<file path="src/rtl/id_ex_hazard_reg.sv">
// ID/EX pipeline register with load-use hazard detection.
// A load followed by a dependent instruction inserts one bubble and freezes
// PC and IF/ID for that cycle. A flush squashes the decode slot and takes
// priority over a hazard.
module id_ex_hazard_reg #(
    parameter int DATA_W      = 32,
    parameter int CTRL_W      = 11,
    parameter int MEMREAD_BIT = 9,
    parameter int CNT_W       = 16
) (
    input  logic              clk,
    input  logic              reset,
    input  logic [4:0]        if_id_rs,
    input  logic [4:0]        if_id_rt,
    input  logic [4:0]        if_id_rd,
    input  logic [CTRL_W-1:0] id_ctrl,
    input  logic [DATA_W-1:0] id_rdata1,
    input  logic [DATA_W-1:0] id_rdata2,
    input  logic [DATA_W-1:0] id_imm,
    input  logic [DATA_W-1:0] id_pc4,
    input  logic              flush,
    output logic [4:0]        id_ex_rs,
    output logic [4:0]        id_ex_rt,
    output logic [4:0]        id_ex_rd,
    output logic [CTRL_W-1:0] id_ex_ctrl,
    output logic [DATA_W-1:0] id_ex_a,
    output logic [DATA_W-1:0] id_ex_b,
    output logic [DATA_W-1:0] id_ex_imm,
    output logic [DATA_W-1:0] id_ex_pc4,
    output logic              pc_write,
    output logic              if_id_write,
    output logic [CNT_W-1:0]  stall_count
);

    typedef enum logic {
        RUN    = 1'b0,
        BUBBLE = 1'b1
    } state_t;

    state_t state;
    state_t state_next;
    logic   hazard;
    logic   load_bubble;
    logic   cnt_inc;

    // Hazard detection, next-state and freeze controls
    always_comb begin
        state_next  = RUN;
        load_bubble = 1'b0;
        cnt_inc     = 1'b0;
        hazard      = (state == RUN)
                   && id_ex_ctrl[MEMREAD_BIT]
                   && (id_ex_rt != 5'd0)
                   && ((id_ex_rt == if_id_rs) || (id_ex_rt == if_id_rt));
        if (flush) begin
            load_bubble = 1'b1;
        end else if (hazard) begin
            load_bubble = 1'b1;
            cnt_inc     = 1'b1;
            state_next  = BUBBLE;
        end
        pc_write    = reset & (~hazard | flush);
        if_id_write = reset & (~hazard | flush);
    end

    // FSM state register
    always_ff @(posedge clk) begin
        if (!reset) state <= RUN;
        else        state <= state_next;
    end

    // ID/EX register: bubble on flush/hazard, otherwise load decode outputs
    always_ff @(posedge clk) begin
        if (!reset || load_bubble) begin
            id_ex_rs   <= '0;
            id_ex_rt   <= '0;
            id_ex_rd   <= '0;
            id_ex_ctrl <= '0;
            id_ex_a    <= '0;
            id_ex_b    <= '0;
            id_ex_imm  <= '0;
            id_ex_pc4  <= '0;
        end else begin
            id_ex_rs   <= if_id_rs;
            id_ex_rt   <= if_id_rt;
            id_ex_rd   <= if_id_rd;
            id_ex_ctrl <= id_ctrl;
            id_ex_a    <= id_rdata1;
            id_ex_b    <= id_rdata2;
            id_ex_imm  <= id_imm;
            id_ex_pc4  <= id_pc4;
        end
    end

    // Saturating count of inserted load-use bubbles
    always_ff @(posedge clk) begin
        if (!reset)
            stall_count <= '0;
        else if (cnt_inc && (stall_count != '1))
            stall_count <= stall_count + CNT_W'(1);
    end

endmodule

</file>
<file path="config.mk">
export PLATFORM = sky130hd
export DESIGN_NAME = id_ex_hazard_reg
export DESIGN_NICKNAME = d
export VERILOG_FILES = /design/src/rtl/id_ex_hazard_reg.sv
export SDC_FILE = /design/constraint.sdc
export NUM_CORES = 1
export LEC_CHECK = 0
export BUFFER_PORTS_ARGS = -buffer_cell sky130_fd_sc_hd__buf_2
export CORE_ASPECT_RATIO = 0.6
export CORE_MARGIN = 2
export CORE_UTILIZATION = 25
export CTS_CLUSTER_SIZE = 25
export DETAILED_ROUTE_END_ITERATION = 10
export PLACE_DENSITY = 0.57
export SYNTH_ARGS = -nofsm -noshare
export SYNTH_HDL_FRONTEND = slang
export SYNTH_SLANG_ARGS = --single-unit
</file>
<file path="constraint.sdc">
create_clock -name clk -period 2.33 [get_ports clk]
set_input_delay 0.466 -clock clk [delete_from_list [all_inputs] [get_ports clk]]
set_output_delay 0.466 -clock clk [all_outputs]
set_load 0.005 [all_outputs]
</file>
## Yosys cells after proc, flatten, opt, wreduce, memory -nomap -nowiden

Cells that the tools add are included.

| operators by class | value |
|---|---|
| $add $sub $neg | 1 |
| multiply operators | 0 |
| divide/modulo/power cells | 0 |
| order comparisons | 0 |
| equality and inequality tests | 3 |
| shift-type cells | 0 |
| mux-type cells | 3 |
| bitwise gates (word level) | 4 |
| reduce and logical (&&, ||, !) cells | 8 |

Operators by type and width:

| kind | count |
|---|---|
| $add A16 B1 Y16 const B | 1 |
| $ne A16 B16 Y1 const B | 1 |
| $eq A5 B5 Y1 | 2 |
| $reduce_bool A5 Y1 | 1 |
| $logic_and A1 B1 Y1 | 4 |
| $mux W1 | 3 |
| $logic_or A1 B1 Y1 | 2 |
| $not A1 Y1 | 2 |
| $and A1 B1 Y1 | 1 |
| $logic_not A1 Y1 | 1 |
| $or A1 B1 Y1 | 1 |

| storage, ports and cells | value |
|---|---|
| register bits | 171 |
| bits in latches | 0 |
| memory bits (writable) | 0 |
| ROM bits | 0 |
| logic and storage cells | 29 |
| memories | 0 |

## Longest topological paths before layout

Gate-level depths: netlist (run 1).

| depth | value |
|---|---|
| depth after elaboration | 7 |
| mapped depth | 8 |
| mapped depth without buffers | 6 |

## Worst setup path before layout (run 1)

Ideal clock, no wire load.

| path | value |
|---|---|
| kind | input to output |
| start point | input port if_id_rs[3] |
| end point | output port pc_write |
| data arrival time | 1.706 ns |
| data required time | 1.864 ns |
| setup slack | 0.158 ns |
| stages on the path | 8 |
| cells stage by stage | xor2_1 nor2_1 a22oi_2 clkbuf_1 buf_2 nor2_1 nor2_1 buf_4 |

| on the way | value |
|---|---|
| word-level cells in the longest chain between the ends | 6 |

RTL lines:

| item | line | RTL |
|---|---|---|
| start: declaration | 13 | `input logic [4:0] if_id_rs,` |
| $eq A5 B5 Y1 | 54 | `&& ((id_ex_rt == if_id_rs) \|\| (id_ex_rt == if_id_rt));` |
| $logic_or A1 B1 Y1 | 54 |  |
| $logic_and A1 B1 Y1 | 54 |  |
| $not A1 Y1 | - |  |
| $or A1 B1 Y1 | - |  |
| $and A1 B1 Y1 | - |  |
| end: declaration | 30 | `output logic pc_write,` |

No other way between the ends.

## Final worst setup path (run 1)

| path | value |
|---|---|
| start point | register id_ex_rt[3] |
| end point | output port if_id_write |

| on the way | value |
|---|---|
| word-level cells in the longest chain between the ends | 6 |

RTL lines:

| item | line | RTL |
|---|---|---|
| start: declaration | 23 | `output logic [4:0] id_ex_rt,` |
| start signal: assignment | 85 | `id_ex_rt <= if_id_rt;` |
| $eq A5 B5 Y1 / $reduce_bool A5 Y1 (equally long branches) | 54, 53 |  |
| $logic_or A1 B1 Y1 / $logic_and A1 B1 Y1 (equally long branches) | 54, 53 |  |
| $logic_and A1 B1 Y1 (*) | 54 |  |
| $not A1 Y1 (*) | 63 | `if_id_write = reset & (~hazard \| flush);` |
| $or A1 B1 Y1 (*) | 63 |  |
| $and A1 B1 Y1 (*) | 63 |  |
| end: declaration | 31 | `output logic if_id_write,` |

Every way passes the cells marked *; elsewhere a longest branch is shown, timed or not.

==> qor.yml, run 1 <==
drt:
  final_antenna_net_count: 0
  wire_per_inst_um: 14.2
  wirelength_mm: 15.4
  vias: 4372
  initialDrtViolationCount: 196
  wl_met1_mm: 6.47
  route.met2.wl_mm: 6.72
  route.met3.wl_mm: 2.07
  first_pass_iters: 5
  viasPerCell: 4.03
  top_layer: "met5"
  drt_drc_violations_left: 0
worst_setup_path:
  crit_start: "id_ex_rt[3]"
  worstSetupPathType: "reg -> out"
  crit_path_end_kind: "output pin"
  cp_cell_sequence: "xor2_1, nor2_1, a22oi_2, nor2_1, nor2_1, buf_2"
  worstSetupEndpoint: "if_id_write"
  crit_top_cell: "nor2_1"
  critPathArrivalTime_ns: 1.71
  ff2ff_setup_slack_ns: 0.22
  worstReg2RegEnd: "stall_count[3]"
  r2r.worst_path.cells: 6
  crit_slowest_cell: "dfxtp_2"
  cp_slowest_stage_delay_ns: 0.39
  reg2reg_from: "stall_count[0]"
  crit_fanout: 4
  cp_data_required_time_ns: 1.86
  start_kind: "flop"
power_and_ir_drop:
  power_mw: 6.30
  power.density_mw_per_mm2: 806
  ir_worst_vdd_v: 0.000453
  total_leakage_power_nw: 3.90
final_layout:
  final_nets: 954
  area_growth_pct: 48.7
  antenna_cells: 0
  drive_above_1_share_pct: 46.7
  fin_cells: 1085
  final_area_mm2: 0.00782
  fin_util_pct: 37.5
yosys:
  async_flop_share_pct: 0
  syn-num-nets: 618
  synthesis.area_mm2: 0.00526
  avgSynthCellArea_um2: 11.4
  yosysSeqAreaShare_pct: 65.1
  synth.most_common_cell: "dfxtp_1"
  synthFlopType: "dfxtp_1"
  netlist_instances: 460
  synth_edf_count: 0
  synth-warning-count: 0
  synth_common_cells: "171 x dfxtp_1, 155 x and2_1, 14 x a21oi_1, 13 x clkbuf_1"
  synth.distinct_cells: 34
  synth_area_leader_cell: "dfxtp_1"
  synth.area.top_cells: "dfxtp_1 65%, and2_1 18%, xor2_1 1.7%"
  synth_top_area_share_pct: 65.1
  synth_seq_cells: 171
clock_network:
  cts_max_level: 4
  tritoncts: "yes"
  root_buffer: "clkbuf_16"
  ctsHoldBuffers: 0
  clock-sinks: 171
  clkLatencyLatePin_ns: 0.42
  numCtsBuffers: 17
  clk_pin_slew_worst_paths_ns: 0.07
  clockBufferDepth: 2
sta:
  finalSetupViolCount: 0
  max_freq_mhz: 460
  rsz0062_at_grt: "no"
  fin_crit_ns: 2.17
  setup-tns-final_ns: 0
  hold_violations: 0
  max_slew_margin_pct: 73.1
  setup_slack_ns: 0.157
  finClkSkew_ns: 0.00830
  worstMarginPinSlew_ns: 0.403
  holdWs_ns: 0.244
  maxSlewViolCount: 0
  post-route-period-util_pct: 93.2
floorplan:
  fp.dieH_um: 116
  num_rows: 41
  initial_utilization_pct: 25.2
  die_w_um: 191
  core_mm2: 0.0208
  io_pins: 329
  dieArea_mm2: 0.0222
placed_design:
  place_area_mm2: 0.00720
  dp_hpwl_mm: 11.5
  io_buffers: 328
  pre_cts_ws_ns: 0.180
  place.gp.congestion: 0.790
  dp.cells: 1053
min_path:
  hold_path_class: "in -> reg"
  hold_depth: 2
grt:
  grt_max_degree: 114
  grt_antenna_before_repair: 1
  grt_usage_pct: 13.0
  grt-ovfl-total: 0
  grt_first_pass_wirelength_mm: 21.6
  grt_pass1_vias: 3872
status:
  status: "finished clean"
run:
  maxCapViolations: 0
-- flip-flops by register name (all words and copies together), names as in the netlist --
signal,cells
id_ex_rs,5
stall_count,16
id_ex_pc4,32
state,1
id_ex_imm,32
id_ex_ctrl,11
id_ex_a,32
id_ex_b,32
id_ex_rd,5
id_ex_rt,5
-- kinds of logic after synthesis --
family	share of synthesized area [%]
fa+ha+maj	0.238
simple gates	25.3
mux	0.190
xor+xnor	1.67
flops	65.1
buf+inv	3.26
compound gates	4.19
-- how the worst min path moves through the flow --
stage	from	to	slack (ns)
3_5_place_dp	stall_count[15]	stall_count[15]	0.50
2_1_floorplan	stall_count[10]	stall_count[10]	0.48
5_1_grt	id_ctrl[4]	id_ex_ctrl[4]	0.21
4_1_cts	id_ctrl[4]	id_ex_ctrl[4]	0.21
3_3_place_gp	stall_count[15]	stall_count[15]	0.48
6_report	id_ctrl[9]	id_ex_ctrl[9]	0.24
-- power by group --
group          leakage, nW  internal, mW  switching [mW]  total (mW)
sequential            1.40          3.03          0.0317        3.06
clock                0.272          1.70            1.12        2.82
combinational         2.22         0.236           0.181       0.417
-- worst max-delay path: cells and delay by family, from the launching register on --
kind | cells | cell delay [ns]
AOI/OAI and AO/OA | 1 | 0.25
DFF | 1 | 0.39
buffers and inverters | 1 | 0.14
and+or+nand+nor | 3 | 0.33
xor gates and xnor gates | 1 | 0.17
-- per-layer routing --
| metal | vias to the layer above | track usage, % |
|---|---|---|
| li1 | 2169 | - |
| met1 | 1978 | 15.7 |
| met2 | 213 | 19.5 |
| met3 | 10 | 7.84 |
| met4 | 2 | 3.85 |
| met5 | - | 0 |
-- layout make-up --
| cell class | count | area (µm²) |
|---|---|---|
| Clock buffer | 22 | 454 |
| Multi-Input combinational cell | 260 | 1690 |
| Tap cell | 279 | 349 |
| Sequential cell | 171 | 3430 |
| Fill cell | 2137 | 13000 |
| Inverter | 3 | 11.3 |
| Timing Repair Buffer | 343 | 1770 |
| Clock inverter | 7 | 119 |
-- cell usage in the layout (no fill, tap or decap), types with 2 or more instances in the layout --
| master | count |
|---|---|
| buf_4 | 14 |
| nand3_1 | 8 |
| and2_1 | 155 |
| o21a_1 | 2 |
| nor2_1 | 6 |
| or3_1 | 4 |
| nor3_1 | 3 |
| nand2b_1 | 2 |
| clkbuf_1 | 4 |
| nand2_1 | 4 |
| and4_1 | 4 |
| clkbuf_16 | 17 |
| dfxtp_1 | 167 |
| a21oi_1 | 14 |
| o31ai_1 | 7 |
| clkinvlp_4 | 2 |
| dfxtp_2 | 4 |
| nor4_1 | 3 |
| xor2_1 | 10 |
| o31a_1 | 2 |
| nand4_1 | 10 |
| inv_1 | 3 |
| or4_1 | 8 |
| bufinv_16 | 3 |
| buf_2 | 328 |
| and3_1 | 3 |
| o21ai_0 | 5 |
-- what timing repair did --
action	in CTS	in global routing
pin swaps	2	1
setup buffers	1	2
gates resized for setup	2	4
gates cloned	0	0
setup endpoints to repair	2	2
endpoints found under the hold margin	0	0
(Power assumes the default switching activity.)
==> inputs of run 2 (changes only) <==
--- a/config.mk
+++ b/config.mk
@@ -6,10 +6,9 @@
 export NUM_CORES = 1
 export LEC_CHECK = 0
 export BUFFER_PORTS_ARGS = -buffer_cell sky130_fd_sc_hd__buf_2
-export CORE_ASPECT_RATIO = 0.6
+export CORE_ASPECT_RATIO = 1.5
 export CORE_MARGIN = 2
 export CORE_UTILIZATION = 25
-export CTS_CLUSTER_SIZE = 25
 export DETAILED_ROUTE_END_ITERATION = 10
 export PLACE_DENSITY = 0.57
 export SYNTH_ARGS = -nofsm -noshare
==> run 2 against run 1 <==
  * Largest cell class unchanged
  * Design area shrank 0.82%
  * Sequential power is essentially flat
  * Total power shrank 2.2%
  * Maximum frequency shrank 1.5%
  * Critical path depth is the same
  * Clock skew shrank 0.0018 ns
  * Combinational power is essentially flat
  * Global-route usage is essentially flat
  * Highest routed layer is now met4
==> qor.yml, run 2 (same netlist as run 1, synthesis figures left out) <==
power_and_ir_drop:
  ir_worst_vdd_v: 0.000452  # -0.26%
  power.density_mw_per_mm2: 794  # -1.4%
  power_mw: 6.16  # -2.2%
  total_leakage_power_nw: 3.86  # -0.95%
clock_network:
  cts_max_level: 4  # unchanged
  tritoncts: "yes"
  numCtsBuffers: 17  # unchanged
  clockBufferDepth: 2  # unchanged
  clk_pin_slew_worst_paths_ns: 0.06  # about the same
  ctsHoldBuffers: 0  # unchanged
  root_buffer: "clkbuf_16"
  clock-sinks: 171  # unchanged
  clkLatencyLatePin_ns: 0.43  # about the same
floorplan:
  fp.dieH_um: 182  # +56%
  initial_utilization_pct: 25.2  # about the same
  dieArea_mm2: 0.0222  # about the same
  io_pins: 329  # unchanged
  core_mm2: 0.0208  # about the same
  num_rows: 65  # +59%
  die_w_um: 122  # -36%
worst_setup_path:
  crit_buf_inv: 1  # unchanged
  worstSetupPathType: "reg -> out"
  cp_top_family: "flip-flops"
  crit_slowest_cell: "dfxtp_2"
  cp_data_required_time_ns: 1.86  # about the same
  cp_cell_sequence: "xor2_1, nor3_2, a22oi_2, nor2_1, nor2_2, buf_2"
  crit_path_end_kind: "output pin"
  cp_slowest_stage_delay_ns: 0.40  # about the same
  crit_fanout: 4  # unchanged
  start_kind: "flop"
  critPathArrivalTime_ns: 1.74  # +0.03 ns
placed_design:
  io_buffers: 328  # unchanged
  place_area_mm2: 0.00716  # -0.54%
  place.gp.congestion: 0.754  # -4.5%
  dp_hpwl_mm: 11.1  # -2.9%
drt:
  drt_drc_violations_left: 0  # unchanged
  wirelength_mm: 14.6  # -4.9%
  viasPerCell: 4.06  # +0.69%
  vias: 4333  # -0.89%
  first_pass_iters: 4  # -1
  initialDrtViolationCount: 199  # +1.5%
  wire_per_inst_um: 13.7  # -3.4%
  final_antenna_net_count: 0  # unchanged
min_path:
  hold_path_class: "in -> reg"
sta:
  finClkSkew_ns: 0.00655  # -0.00175 ns
  post-route-period-util_pct: 94.7  # +1.5 points
  max_slew_margin_pct: 73.9  # +0.72 points
  maxSlewViolCount: 0  # unchanged
  max_freq_mhz: 453  # -1.5%
  worstMarginPinSlew_ns: 0.389  # -0.0144 ns
  fin_crit_ns: 2.21  # +0.0339 ns
  finalSetupViolCount: 0  # unchanged
  hold_violations: 0  # unchanged
final_layout:
  area_growth_pct: 47.5
  layout_commonest_cell: "buf_2"
  final_nets: 947  # -0.73%
  drive_above_1_share_pct: 46.9  # +0.28 points
  fillers: 2186  # +2.3%
  final_area_mm2: 0.00775  # -0.82%
  final_cell_mix: "328 x buf_2, 166 x dfxtp_1, 155 x and2_1, 17 x clkbuf_16, 14 x a21oi_1"
  fin_util_pct: 37.2  # -0.29 points
grt:
  grt_pass1_vias: 4169  # +7.7%
  grt_usage_pct: 13.1  # +0.037 points
  grt_first_pass_wirelength_mm: 21.7  # +0.38%
  grt_max_degree: 85  # -25%
  grt_antenna_before_repair: 1  # unchanged
  grt-ovfl-total: 0  # unchanged
run:
  maxCapViolations: 0  # unchanged
status:
  status: "finished clean"
run 2: layout make-up:
cell class                      count  area [µm²]  area share (%)
Tap cell                          268         335            4.33
Timing Repair Buffer              336        1730            22.3
Multi-Input combinational cell    260        1700            21.9
Inverter                            3        11.3           0.145
Antenna cell                        1        2.50          0.0323
Sequential cell                   171        3430            44.2
Clock inverter                      7        67.6           0.872
Clock buffer                       22         484            6.25
run 2: worst paths after layout:
path                                 startpoint         endpoint  slack (ns)  cells past startpoint
worst max register to register   stall_count[0]  stall_count[15]        0.21                      6
worst max-delay path                id_ex_rt[4]         pc_write        0.12                      6
worst min register to register  stall_count[15]  stall_count[15]        0.51                      2
worst min-delay path               id_rdata2[0]       id_ex_b[0]        0.23                      2
run 2: repair_timing:
item / CTS / global route
setup buffers: 0 / 1
resized for setup: 5 / 4
setup endpoints to repair: 2 / 2
pin swaps: 0 / 1
run 2: per-layer routing:
layer | track usage (%) | share of wire (%) | vias up
met5 | 0 | 0 | -
met4 | 7.26 | 2.7 | 0
met3 | 4.90 | 8.8 | 20
met2 | 21.8 | 49 | 195
met1 | 14.0 | 39 | 1964
li1 | - | - | 2154
run 2: power breakdown:
part           internal (mW)  switching, mW
registers               3.03         0.0326
clock network           1.56           1.12
logic                  0.237          0.176
total                   4.83           1.33
run 2: stage by stage:
step	setup WS, ns	hold WS (ns)	setup TNS (ns)	std cells
after floorplan	0.158	0.479	0	460
after global placement	0.205	0.491	0	1037
after detailed placement	0.180	0.503	0	1037
after CTS	0.0451	0.204	0	1066
after global routing	-0.00635	0.214	-0.00965	1068
final	0.124	0.234	0	1068
